$ cat src/rtl/sd_cmd_serializer.sv
// sd_cmd_serializer: SD command line serializer (48-bit frame, external CRC-7 stage).
// Optional abort input enabled by SD_CMD_SERIALIZER_ABORT_EN.
module sd_cmd_serializer #(
  parameter int DIV = 1
) (
  input  logic        clk,
  input  logic        rst,
`ifdef SD_CMD_SERIALIZER_ABORT_EN
  input  logic        abort,
`endif
  input  logic        start,
  input  logic [5:0]  cmd_idx,
  input  logic [31:0] cmd_arg,
  input  logic [6:0]  crc_i,
  output logic        ready,
  output logic        sda_o,
  output logic        sda_oe,
  output logic        crc_rst,
  output logic        crc_en,
  output logic        crc_bit,
  output logic        done
);
  typedef enum logic [2:0] {IDLE, CLR, SHIFT, CRC, STOP, DONE} state_t;
  state_t      state_q, state_d;
  logic [7:0]  cnt_q;
  logic [5:0]  bit_q;
  logic [39:0] sr_q;
  logic [6:0]  crc_q, crc_cur;
  logic        abt_q, blk, kill, accept, bit_end, frame, first;
`ifdef SD_CMD_SERIALIZER_ABORT_EN
  assign blk = abort;
`else
  assign blk = 1'b0;
`endif
  assign kill    = blk & (state_q != IDLE);
  assign accept  = start & (state_q == IDLE) & ~blk;
  assign bit_end = cnt_q == 8'(DIV - 1);
  assign frame   = (state_q == SHIFT) | (state_q == CRC) | (state_q == STOP);
  // The CRC stage's remainder only includes the last data bit one cycle after SHIFT ends
  assign first   = (state_q == CRC) & (bit_q == 6'd0) & (cnt_q == 8'd0);
  assign crc_cur = first ? crc_i : crc_q;
  always_comb begin
    state_d = kill ? IDLE :
              accept ? CLR :
              (state_q == CLR) ? SHIFT :
              (state_q == SHIFT && bit_end && bit_q == 6'd39) ? CRC :
              (state_q == CRC && bit_end && bit_q == 6'd6) ? STOP :
              (state_q == STOP && bit_end) ? DONE :
              (state_q == DONE) ? IDLE : state_q;
    ready   = state_q == IDLE;
    sda_oe  = frame;
    sda_o   = (state_q == SHIFT) ? sr_q[39] : (state_q == CRC) ? crc_cur[6] : 1'b1;
    crc_bit = sda_o;
    crc_en  = (state_q == SHIFT) & bit_end;
    crc_rst = (state_q == CLR) | abt_q;
    done    = state_q == DONE;
  end
  always_ff @(posedge clk) begin
    if (!rst) begin
      state_q <= IDLE;
      cnt_q   <= '0;
      bit_q   <= '0;
      sr_q    <= '0;
      crc_q   <= '0;
      abt_q   <= 1'b0;
    end else begin
      state_q <= state_d;
      abt_q   <= kill;
      cnt_q   <= (frame && !bit_end && state_d == state_q) ? cnt_q + 8'd1 : '0;
      bit_q   <= (state_d != state_q) ? '0 : (frame && bit_end) ? bit_q + 6'd1 : bit_q;
      if (accept)
        sr_q <= {2'b01, cmd_idx, cmd_arg};
      else if (state_q == SHIFT && bit_end)
        sr_q <= {sr_q[38:0], 1'b0};
      if (state_q == CRC)
        crc_q <= bit_end ? {crc_cur[5:0], 1'b0} : crc_cur;
    end
  end
endmodule

$ cat config.mk
export PLATFORM = sky130hd
export DESIGN_NAME = sd_cmd_serializer
export DESIGN_NICKNAME = d
export VERILOG_FILES = /design/src/rtl/sd_cmd_serializer.sv
export SDC_FILE = /design/constraint.sdc
export NUM_CORES = 1
export LEC_CHECK = 0
export BUFFER_PORTS_ARGS = -buffer_cell sky130_fd_sc_hd__buf_2
export CORE_MARGIN = 5
export CORE_UTILIZATION = 52
export CTS_BUF_LIST = sky130_fd_sc_hd__clkbuf_4
export DETAILED_ROUTE_END_ITERATION = 10
export PLACE_DENSITY_LB_ADDON = 0.05
export SYNTH_ARGS = -nofsm -noshare
export SYNTH_HDL_FRONTEND = slang
export SYNTH_SLANG_ARGS = --single-unit
$ cat constraint.sdc
create_clock -name clk -period 1.99 [get_ports clk]
set_clock_uncertainty 0.2 [all_clocks]
set_input_delay 0.199 -clock clk [delete_from_list [all_inputs] [get_ports clk]]
set_output_delay 0.199 -clock clk [all_outputs]
set_load 0.1 [all_outputs]
==> impl_metrics.ini <==
[power_and_ir_drop]
leakage_nw = 1.839
ir_drop_v = 0.0007082
power.density_cell_area_mw_per_mm2 = 716.7

[synth]
syn-cell-area_mm2 = 0.002923
synth-seq-area-share_pct = 43.84
synth_cell_types = 42
post_synth_main_area_contributors = sky130_fd_sc_hd__dfxtp_1 (44%), sky130_fd_sc_hd__o221a_2 (5.8%), sky130_fd_sc_hd__a22oi_1 (5.1%)
flip_flop_and_latch_count_after_synthesis = 64
synth_top_cell_area_share_pct = 43.84
syn-mean-instance-area_um2 = 9.308
synth_cells = 314
synth_fp_nets = 367
synth-warning-count = 0
synth_top_cell_by_area = sky130_fd_sc_hd__dfxtp_1

[hold_path]
worstHoldEndpoint = bit_q[3]
hold_depth = 4
hp_class = in -> reg
hold_path_startpoint = start

[clock_network]
cts_made_buffers = 9
clock_path_buffers = 2
htreeDepth = 3
path_clk_slew_ns = 0.11
worstSkewPairLatency_ns = 0.41
clock_tree_from_tritoncts = built
cts_sink_cnt = 64
cts.root.buffer_cell = sky130_fd_sc_hd__clkbuf_4

[worst_setup_path]
cp_data_required_time_ns = 1.59
crit_path_cell_trace = inv_2 -> ha_4 -> nor3b_2 -> buf_4 -> nand4_1 -> mux2i_2 -> a31oi_4 -> buf_12
reg2regPathDepth = 10
worst_r2r_setup_slack_ns = -0.21
setup.worst_path.end_class = output port
critical_path.max_stage_delay_ns = 0.34
rr_startpoint = cnt_q[0]
crit_path_max_fanout = 2
criticalPathCategory = reg -> out
arrival_worst_endpoint_ns = 1.96
worst_setup_path_start_kind = flop
crit_path_top_delay_cell = sky130_fd_sc_hd__dfxtp_2
reg2reg_to = bit_q[5]

[cells_and_area]
final_net_count = 500
filler_cell_count = 266
layout-area-overhead-vs-synth_pct = 63.61
drive_above_1_share_pct = 44.69
layout_common_cells = sky130_fd_sc_hd__dfxtp_1 (57), sky130_fd_sc_hd__buf_2 (47), sky130_fd_sc_hd__dlygate4sd3_1 (45)
most_common_library_cell_in_the_layout_ignoring_fill_and_taps = sky130_fd_sc_hd__dfxtp_1
antennaDiodeCount = 0

[route]
post_drt_via_cell_ratio = 5.748
drt-wirelength-per-cell_um = 18.06
drt.antenna.violating_nets = 0
first_iter_violations = 168
wirelength_mm = 9.462
drcViolationCount = 0
route.vias.total = 3012
dr.pass1.iters = 4

[placed_design]
dp_hpwl_mm = 4.854
placement.io_buffers = 54
gp_congestion = 0.9024

[sta]
relSlewSlack_pct = 66.87
holdWs_ns = 0.1707
post-route-min-period_ns = 2.359
rsz_0062_raised_after_global_routing = true
finalWorstSetupSlack_ns = -0.3686
finalSetupViolCount = 42
finalSetupTns_ns = -5.461
timing_worst_slew_pin_value_ns = 0.4965
achievable_frequency_mhz = 424.0
final_min_period_over_clock_period_pct = 118.5
timing_hold_violations_final = 0
final_max_slew_viol_count = 0

[die]
die-width_um = 84.97
initial_core_util_pct = 53.41
placeableCoreArea_mm2 = 0.005473
ioPinCount = 55
fp-row-count = 27
fp.dieArea_mm2 = 0.007220
die_height_um = 84.97

[grt]
grt.overflow.total = 0
grt_util_all_layers_pct = 23.03
number_of_antenna_violations_at_the_first_check_in_global_routing = 0
grt_first_pass_wirelength_mm = 13.46
grt_max_degree = 42
first_global_vias = 2881

[run_status]
failing_checks = setup timing
run_status = complete, but fails checks

[flow_run]
max-cap-violations = 0
synthesized netlist by cell type:
library cell	count
sky130_fd_sc_hd__a2111oi_2	2
sky130_fd_sc_hd__ha_1	5
sky130_fd_sc_hd__o2bb2ai_1	1
sky130_fd_sc_hd__or3_1	2
sky130_fd_sc_hd__and2_1	1
sky130_fd_sc_hd__clkbuf_1	13
sky130_fd_sc_hd__nand2_1	11
sky130_fd_sc_hd__o2111ai_2	1
sky130_fd_sc_hd__xor2_1	7
sky130_fd_sc_hd__o211ai_1	1
sky130_fd_sc_hd__a21oi_1	22
sky130_fd_sc_hd__nand2b_1	1
sky130_fd_sc_hd__nor3b_2	1
sky130_fd_sc_hd__buf_2	8
sky130_fd_sc_hd__o221a_2	15
sky130_fd_sc_hd__a21o_1	1
sky130_fd_sc_hd__nor4_4	1
sky130_fd_sc_hd__nor4b_1	1
sky130_fd_sc_hd__nor3b_4	1
sky130_fd_sc_hd__nand4_1	3
sky130_fd_sc_hd__mux2i_1	9
sky130_fd_sc_hd__nor4_1	4
sky130_fd_sc_hd__a211oi_1	6
sky130_fd_sc_hd__and2b_1	1
sky130_fd_sc_hd__a2bb2oi_1	1
sky130_fd_sc_hd__xnor2_1	2
sky130_fd_sc_hd__nor2b_1	3
sky130_fd_sc_hd__and4_1	3
sky130_fd_sc_hd__buf_4	4
sky130_fd_sc_hd__a22oi_1	20
sky130_fd_sc_hd__and3_1	5
sky130_fd_sc_hd__dfxtp_1	64
sky130_fd_sc_hd__inv_1	8
sky130_fd_sc_hd__o21ai_0	4
sky130_fd_sc_hd__o2111ai_1	2
sky130_fd_sc_hd__nand3_1	29
sky130_fd_sc_hd__nor3_1	7
sky130_fd_sc_hd__buf_1	1
sky130_fd_sc_hd__a31oi_1	4
sky130_fd_sc_hd__o21a_1	15
sky130_fd_sc_hd__o21ai_2	1
sky130_fd_sc_hd__nor2_1	23
worst max path at each step:
stage,start,to,slack (ns),cells after the start
2_1_floorplan,cnt_q[6],sda_o,-0.42,6
3_3_place_gp,cnt_q[1],bit_q[5],0.06,7
3_5_place_dp,cnt_q[1],bit_q[5],-0.05,7
4_1_cts,cnt_q[1],sda_o,-0.39,8
5_1_grt,bit_q[3],sda_o,-0.47,5
6_report,cnt_q[0],sda_o,-0.37,8
worst max-delay path, delay by kind of cell (launching register included):
family          cells  cell delay (ns)
buf+inv             3             0.41
fa+ha+maj           1             0.12
mux                 1             0.20
flops               1             0.34
compound gates      1             0.24
simple gates        2             0.25
routing by layer:
layer  vias to the layer above  GRT usage (%)  wire [um]
met3                        20          5.534        443
met5                         -              0          0
li1                       1441              -          -
met4                         0          7.050        216
met2                        92          40.11       4901
met1                      1459          27.96       3901
power by group:
group          internal (mW)  switching [mW]
combinational          0.406           0.442
sequential              1.37          0.0652
clock                  0.638           0.502
registers in the layout (all words and copies together) (netlist names):
signal and flops:
state_q 3, bit_q 6, sr_q 40, cnt_q 8, crc_q 7
through the flow:
| step | std cells | utilization [%] | setup slack (ns) | power [mW] | instance area (um^2) |
|---|---|---|---|---|---|
| after global routing | 524 | 87.38 | -0.4693 | 3.564 | 4782 |
| after global placement | 439 | 65.16 | 0.06384 | 2.049 | 3566 |
| after CTS | 513 | 80.59 | -0.3943 | 3.298 | 4410 |
| after floorplan | 314 | - | -0.4216 | 1.860 | 3018 |
| final | 524 | 87.38 | -0.3686 | 3.427 | 4782 |
| after detailed placement | 439 | 65.16 | -0.04700 | 2.057 | 3566 |
cells by family after synthesis:
kind of cell               synth area share (%)
xor gates and xnor gates                  2.697
muxes                                     3.082
AOI/OAI and AO/OA                         25.17
adders and majority gates                 2.140
DFF                                       43.84
buffers and inverters                     5.223
and+or+nand+nor                           17.85
layout make-up:
class / instances / area, um^2 / share of cell area [%]
well taps: 72 / 90.09 / 1.884
multi-input cells: 216 / 1817 / 37.99
flip-flops and latches: 64 / 1295 / 27.08
clock buffers: 9 / 67.56 / 1.413
clock inverters: 7 / 118.9 / 2.486
inverters: 8 / 33.78 / 0.7064
repair buffers: 148 / 1360 / 28.44
repair_timing:
| action | in CTS | in global routing |
|---|---|---|
| buffers inserted | 12 | 10 |
| gates resized for setup | 26 | 53 |
| endpoints found under the setup margin | 6 | 58 |
| hold buffers | 45 | 0 |
| hold endpoints to repair | 49 | 0 |
| pin swaps | 11 | 50 |
| gates cloned | 1 | 3 |
No activity file was read; power rests on OpenSTA's default activity.
